==> config.mk <==
export PLATFORM = sky130hd
export DESIGN_NAME = pcm_to_i2s_flat
export DESIGN_NICKNAME = d
export VERILOG_FILES = /design/src/rtl/pcm_to_i2s_if.sv /design/src/rtl/pcm_to_i2s.sv /design/src/flat_wrapper.sv
export SDC_FILE = /design/constraint.sdc
export NUM_CORES = 1
export LEC_CHECK = 0
export CAP_MARGIN = 0
export CORE_ASPECT_RATIO = 0.5
export CORE_MARGIN = 5
export CORE_UTILIZATION = 35
export CTS_CLUSTER_DIAMETER = 100
export DETAILED_ROUTE_END_ITERATION = 6
export DONT_BUFFER_PORTS = 1
export PLACE_DENSITY = 0.46
export RECOVER_POWER = 50
export SYNTH_ARGS = -nofsm -noshare
export SYNTH_HDL_FRONTEND = slang
export SYNTH_SLANG_ARGS = --single-unit
==> constraint.sdc <==
create_clock -name clk -period 2.6 [get_ports clk]
set_input_delay 0 -clock clk [delete_from_list [all_inputs] [get_ports clk]]
set_output_delay 0 -clock clk [all_outputs]
set_load 0.005 [all_outputs]
==> src/rtl/pcm_to_i2s_if.sv <==
// pcm_to_i2s_if: PCM sample-pair handshake bus between a producer and the I2S transmitter.
// The producer drives the master side and the transmitter uses the slave side.
interface pcm_to_i2s_if #(
    parameter int unsigned DATA_BITS = 12
);
    logic [DATA_BITS-1:0] in_left;
    logic [DATA_BITS-1:0] in_right;
    logic                 in_valid;
    logic                 in_ready;

    modport master (
        output in_left,
        output in_right,
        output in_valid,
        input  in_ready
    );

    modport slave (
        input  in_left,
        input  in_right,
        input  in_valid,
        output in_ready
    );
endinterface

==> src/rtl/pcm_to_i2s.sv <==
// pcm_to_i2s: serializes one stereo PCM pair per frame onto I2S (sck = clk/2, MSB first,
// ws leading the MSB by one bit clock). A one-deep holding register decouples the producer
// from frame timing; a frame that starts without a pending pair pulses underrun.
// Optional build macro: PCM_TX_HOLD_LAST_EN -- on underrun, repeat the last loaded pair
// instead of sending silence.
module pcm_to_i2s #(
    parameter int unsigned DATA_BITS = 12,
    parameter int unsigned SLOT_BITS = 16
) (
    input  logic        clk,
    input  logic        reset,
    pcm_to_i2s_if.slave pcm,
    output logic        sck,
    output logic        ws,
    output logic        sd,
    output logic        underrun
);
    localparam int unsigned      POS_W    = $clog2(2 * SLOT_BITS);
    localparam logic [POS_W-1:0] POS_LAST = POS_W'(2 * SLOT_BITS - 1);
    localparam logic [POS_W-1:0] SLOT     = POS_W'(SLOT_BITS);
    localparam logic [POS_W-1:0] DBITS    = POS_W'(DATA_BITS);

    logic                 sck_q;
    logic                 ws_q;
    logic                 sd_q;
    logic                 underrun_q;
    logic                 hold_full_q;
    logic [POS_W-1:0]     pos_q;
    logic [DATA_BITS-1:0] hold_l_q;
    logic [DATA_BITS-1:0] hold_r_q;
    logic [DATA_BITS-1:0] tx_l_q;
    logic [DATA_BITS-1:0] tx_r_q;

    logic [POS_W-1:0]     pos_d;
    logic [POS_W-1:0]     slot_k;
    logic [DATA_BITS-1:0] word;
    logic [DATA_BITS-1:0] mask;
    logic [DATA_BITS-1:0] fill_l;
    logic [DATA_BITS-1:0] fill_r;
    logic                 fall;
    logic                 boundary;
    logic                 transfer;
    logic                 ws_d;
    logic                 sd_d;

`ifdef PCM_TX_HOLD_LAST_EN
    logic [DATA_BITS-1:0] last_l_q;
    logic [DATA_BITS-1:0] last_r_q;

    // Remember the most recent pair that was actually loaded at a frame boundary
    always_ff @(posedge clk) begin
        if (reset) begin
            last_l_q <= '0;
            last_r_q <= '0;
        end else if (boundary && hold_full_q) begin
            last_l_q <= hold_l_q;
            last_r_q <= hold_r_q;
        end
    end

    assign fill_l = last_l_q;
    assign fill_r = last_r_q;
`else
    assign fill_l = '0;
    assign fill_r = '0;
`endif

    // Next bit position, word select and serial bit for the coming falling event
    always_comb begin
        fall     = sck_q;
        boundary = sck_q && (pos_q == POS_LAST);
        transfer = pcm.in_valid && !hold_full_q;
        pos_d    = (pos_q == POS_LAST) ? '0 : pos_q + 1'b1;
        ws_d     = (pos_d >= SLOT);
        slot_k   = ws_d ? (pos_d - SLOT) : pos_d;
        word     = ws_d ? tx_r_q : tx_l_q;
        mask     = '0;
        sd_d     = 1'b0;
        if ((slot_k != '0) && (slot_k <= DBITS)) begin
            mask = {{(DATA_BITS-1){1'b0}}, 1'b1} << (DBITS - slot_k);
            sd_d = |(word & mask);
        end
    end

    // Bit clock, serializer state, holding register and frame-boundary load
    always_ff @(posedge clk) begin
        if (reset) begin
            sck_q       <= 1'b0;
            ws_q        <= 1'b0;
            sd_q        <= 1'b0;
            pos_q       <= '0;
            underrun_q  <= 1'b0;
            hold_full_q <= 1'b0;
            hold_l_q    <= '0;
            hold_r_q    <= '0;
            tx_l_q      <= '0;
            tx_r_q      <= '0;
        end else begin
            sck_q      <= !sck_q;
            underrun_q <= 1'b0;
            // A transfer only happens while the holding register is empty, so it never
            // collides with the boundary load below; a same-cycle transfer is kept for
            // the next frame while this boundary takes the underrun path.
            if (transfer) begin
                hold_l_q    <= pcm.in_left;
                hold_r_q    <= pcm.in_right;
                hold_full_q <= 1'b1;
            end
            if (fall) begin
                pos_q <= pos_d;
                ws_q  <= ws_d;
                sd_q  <= sd_d;
                if (boundary) begin
                    if (hold_full_q) begin
                        tx_l_q      <= hold_l_q;
                        tx_r_q      <= hold_r_q;
                        hold_full_q <= 1'b0;
                    end else begin
                        tx_l_q     <= fill_l;
                        tx_r_q     <= fill_r;
                        underrun_q <= 1'b1;
                    end
                end
            end
        end
    end

    assign pcm.in_ready = !hold_full_q;
    assign sck          = sck_q;
    assign ws           = ws_q;
    assign sd           = sd_q;
    assign underrun     = underrun_q;
endmodule
==> src/flat_wrapper.sv <==
// flat-port wrapper written by rule: the top's interface ports become plain ports
module pcm_to_i2s_flat 
#(
    parameter int unsigned DATA_BITS = 12,
    parameter int unsigned SLOT_BITS = 16
)
  (clk, reset, sck, ws, sd, underrun, pcm_in_left, pcm_in_right, pcm_in_valid, pcm_in_ready);
  pcm_to_i2s_if #(.DATA_BITS(DATA_BITS)) pcm_i ();
  input  logic clk;
  input  logic reset;
  output logic sck;
  output logic ws;
  output logic sd;
  output logic underrun;
  input wire logic [$bits(pcm_i.in_left)-1:0] pcm_in_left;
  input wire logic [$bits(pcm_i.in_right)-1:0] pcm_in_right;
  input wire logic [$bits(pcm_i.in_valid)-1:0] pcm_in_valid;
  output wire logic [$bits(pcm_i.in_ready)-1:0] pcm_in_ready;
  assign pcm_i.in_left = pcm_in_left;
  assign pcm_i.in_right = pcm_in_right;
  assign pcm_i.in_valid = pcm_in_valid;
  assign pcm_in_ready = pcm_i.in_ready;
  pcm_to_i2s #(.DATA_BITS(DATA_BITS), .SLOT_BITS(SLOT_BITS)) u_core (.clk(clk), .reset(reset), .pcm(pcm_i), .sck(sck), .ws(ws), .sd(sd), .underrun(underrun));
endmodule
==> flow_summary.ini <==
[status]
outcome = finished clean

[critical_path]
worst_setup_path_start_kind = flip-flop
crit_arrival_ns = 2.64
worst_setup_path_end_kind = flip-flop
required_ns = 2.81
worstRegToRegCells = 8
critPathMaxFanout = 7
path_class = flip-flop to flip-flop

[clock_tree]
post_cts_buffers = 0
cts_buffers = 9
insertion_delay_ns = 0.32
cts-root-buf = clkbuf_16
path_clk_slew_ns = 0.05
cts.sinks = 57
tritoncts = yes
clockBufferDepth = 2
htreeDepth = 3

[logic_synthesis]
avgSynthCellArea_um2 = 9.31
yosysSeqAreaShare_pct = 51.1
synth_xor_area_share_pct = 0.392
yosysMostFrequentCell = dfxtp_1
ys_dominant_reg_cell = dfxtp_1
syn_area_um2 = 2230
synth_top_family_by_area = compound AO/OA/AOI/OAI gates
yosysWarnings = 0
mappedNetlistNets = 269
synth_seq_cells = 57
synth_cell_type_count = 35
ys_async_sr_fraction_pct = 0
muxShareOfSynthArea_pct = 6.67
synth_largest_area_cell = dfxtp_1
synthCells = 240
synth-simple-area-share_pct = 17.0
synth_edf_count = 0
synth_compound_gate_area_share_pct = 20.1
synth_top_area_share_pct = 51.1
synth_commonest_cells = 57 x dfxtp_1, 52 x nand2_1, 30 x a21oi_1
synth_area_leaders = dfxtp_1 51%, a22o_1 9.4%, nand2_1 8.7%
synthAdderAreaFrac_pct = 1.12

[global_route]
track_usage_pct = 14.9
grt_max_degree = 36
antenna_found_initial = 0
overflow = 0
grt_pass1_vias = 1749
grt_first_pass_wirelength_um = 9010

[timing]
drv_slew = 0
setup_tns_ns = 0
setup-violations-final = 0
whs_ns = 0.149
relSlewSlack_pct = 43.6
fin_skew_ns = 0.00394
hold_viol_final = 0
finalCriticalPeriod_ns = 2.44
max_slew.worst_pin.slew_ns = 0.844
finalCritPeriodShare_pct = 93.7
max_freq_ghz = 0.411
rsz0062_at_grt = false

[worst_hold_path]
hold_path.class = input port to flip-flop
hold_depth = 3

[route]
first_iter_violations = 80
viasPerCell = 4.91
firstDrtPassIters = 4
wire_per_inst_um = 15.1
num_vias = 1759
ant_nets = 0
wirelength_um = 5400
drc = 0

[place]
portBuffers = 0
place.gp.congestion = 0.835
dp_hpwl_um = 3650
post_dp_cell_area_um2 = 2320

[finish]
stdcell_area_um2 = 2890
antenna_cells = 0
layout.nets = 296
final-seq-area_um2 = 1140
drive_above_1_share_pct = 10.7
multiInputGateArea_um2 = 1020
final_core_util_pct = 47.2
area_growth_pct = 29.5
num-fill-cells = 601

[floorplanning]
pin_count = 32
dieArea_um2 = 8180
start_util_pct = 36.4
dieWidth_um = 123
core_um2 = 6130
rows = 20
die_h_um = 66.5

[power_and_ir_drop]
p_leak_nw = 1.12
pwr_density_cell_nw_per_um2 = 778
ir_drop_mv = 0.305

[flow_run]
maxCapViolations = 0
[cell families (layout without fill, tap and decap cells)]
family,Yosys count,in the layout
AO/OA/AOI/OAI,65,65
multiplexers,11,11
buffers and inverters,18,48
AND/OR/NAND/NOR,86,86
XOR/XNOR,1,1
flip-flops,57,57
adder cells (fa/ha/maj),2,2
[metal layers]
metal	wire length [µm]	global-route usage (%)	vias to the layer above
met4	42	4.14	0
met5	0	0	-
li1	-	-	909
met2	2120	20.4	38
met1	2860	20.9	807
met3	381	6.79	5
[final timing paths]
kind,startpoint,endpoint,slack (ns)
setup / recovery,u_core.pos_q[0]$_SDFFE_PP0P_,u_core.sd$_SDFFE_PP0P_,0.16
hold / removal,reset,u_core.tx_l_q[0]$_SDFFE_PP0P_,0.15
hold reg to reg,u_core.hold_r_q[4]$_SDFFE_PP0P_,u_core.hold_r_q[4]$_SDFFE_PP0P_,0.45
setup reg to reg,u_core.pos_q[0]$_SDFFE_PP0P_,u_core.sd$_SDFFE_PP0P_,0.16
[worst max-delay path, cell delays in order, from the launching register on]
cell and delay [ns]:
dfxtp_1 0.36, ha_2 0.23, and3_1 0.18, ha_1 0.36, mux4_1 0.57, a22oi_1 0.18
o2111a_1 0.20, nor4_1 0.05, and3_1 0.18
[where the power goes]
part / total [mW] / internal [mW] / switching [mW]
clock: 1.19 / 0.822 / 0.371
sequential: 0.924 / 0.903 / 0.0205
combinational: 0.133 / 0.0610 / 0.0723
[placed cells by master, fill, tap and decap left out, types with 2 or more instances in the layout]
cell           netlist  routed
and2b_1              2       2
nand3_1              3       3
dlygate4sd3_1        0      25
a22oi_1              3       3
nand4_1              2       2
nand2b_1             2       2
mux4_1               2       2
nand2_1             52      52
bufinv_16            0       2
a21oi_1             30      30
mux2i_1              4       4
inv_1                2       2
dfxtp_1             57      57
and3_1               2       2
clkbuf_16            0       9
mux2_2               4       4
nor2_1              13      13
clkinv_2             0       2
buf_4                0       5
o21ai_0              2       2
a22o_1              24      24
nor2b_1              4       3
[sequential cells by signal (all words and copies together) (netlist names)]
register / flops
u_core.tx_r_q: 12
u_core.pos_q: 5
u_core.hold_r_q: 12
u_core.sd: 1
u_core.sck: 1
u_core.tx_l_q: 12
u_core.hold_l_q: 12
u_core.hold_full_q: 1
u_core.underrun: 1
[per-stage QoR]
step	std cells	setup WS [ns]	total power, mW
3_5_place_dp	318	0.148	1.03
4_1_cts	358	0.141	2.28
6_report	358	0.165	2.25
3_3_place_gp	318	0.214	1.03
2_1_floorplan	240	0.365	1.01
5_1_grt	358	0.0464	2.34
[area by class of cell]
class,count,share of cell area [%]
clock buffers,10,7.92
clock inverters,4,2.42
inverters,2,0.260
multi-input cells,165,35.1
flip-flops and latches,57,39.4
well taps,88,3.81
repair buffers,32,11.0
[timing repair]
action	4_1_cts	5_1_grt
hold endpoints to repair	35	0
resized for setup	0	3
hold buffers	26	0
endpoints found under the setup margin	0	1
Note: power is estimated with default switching activity, not from simulation.
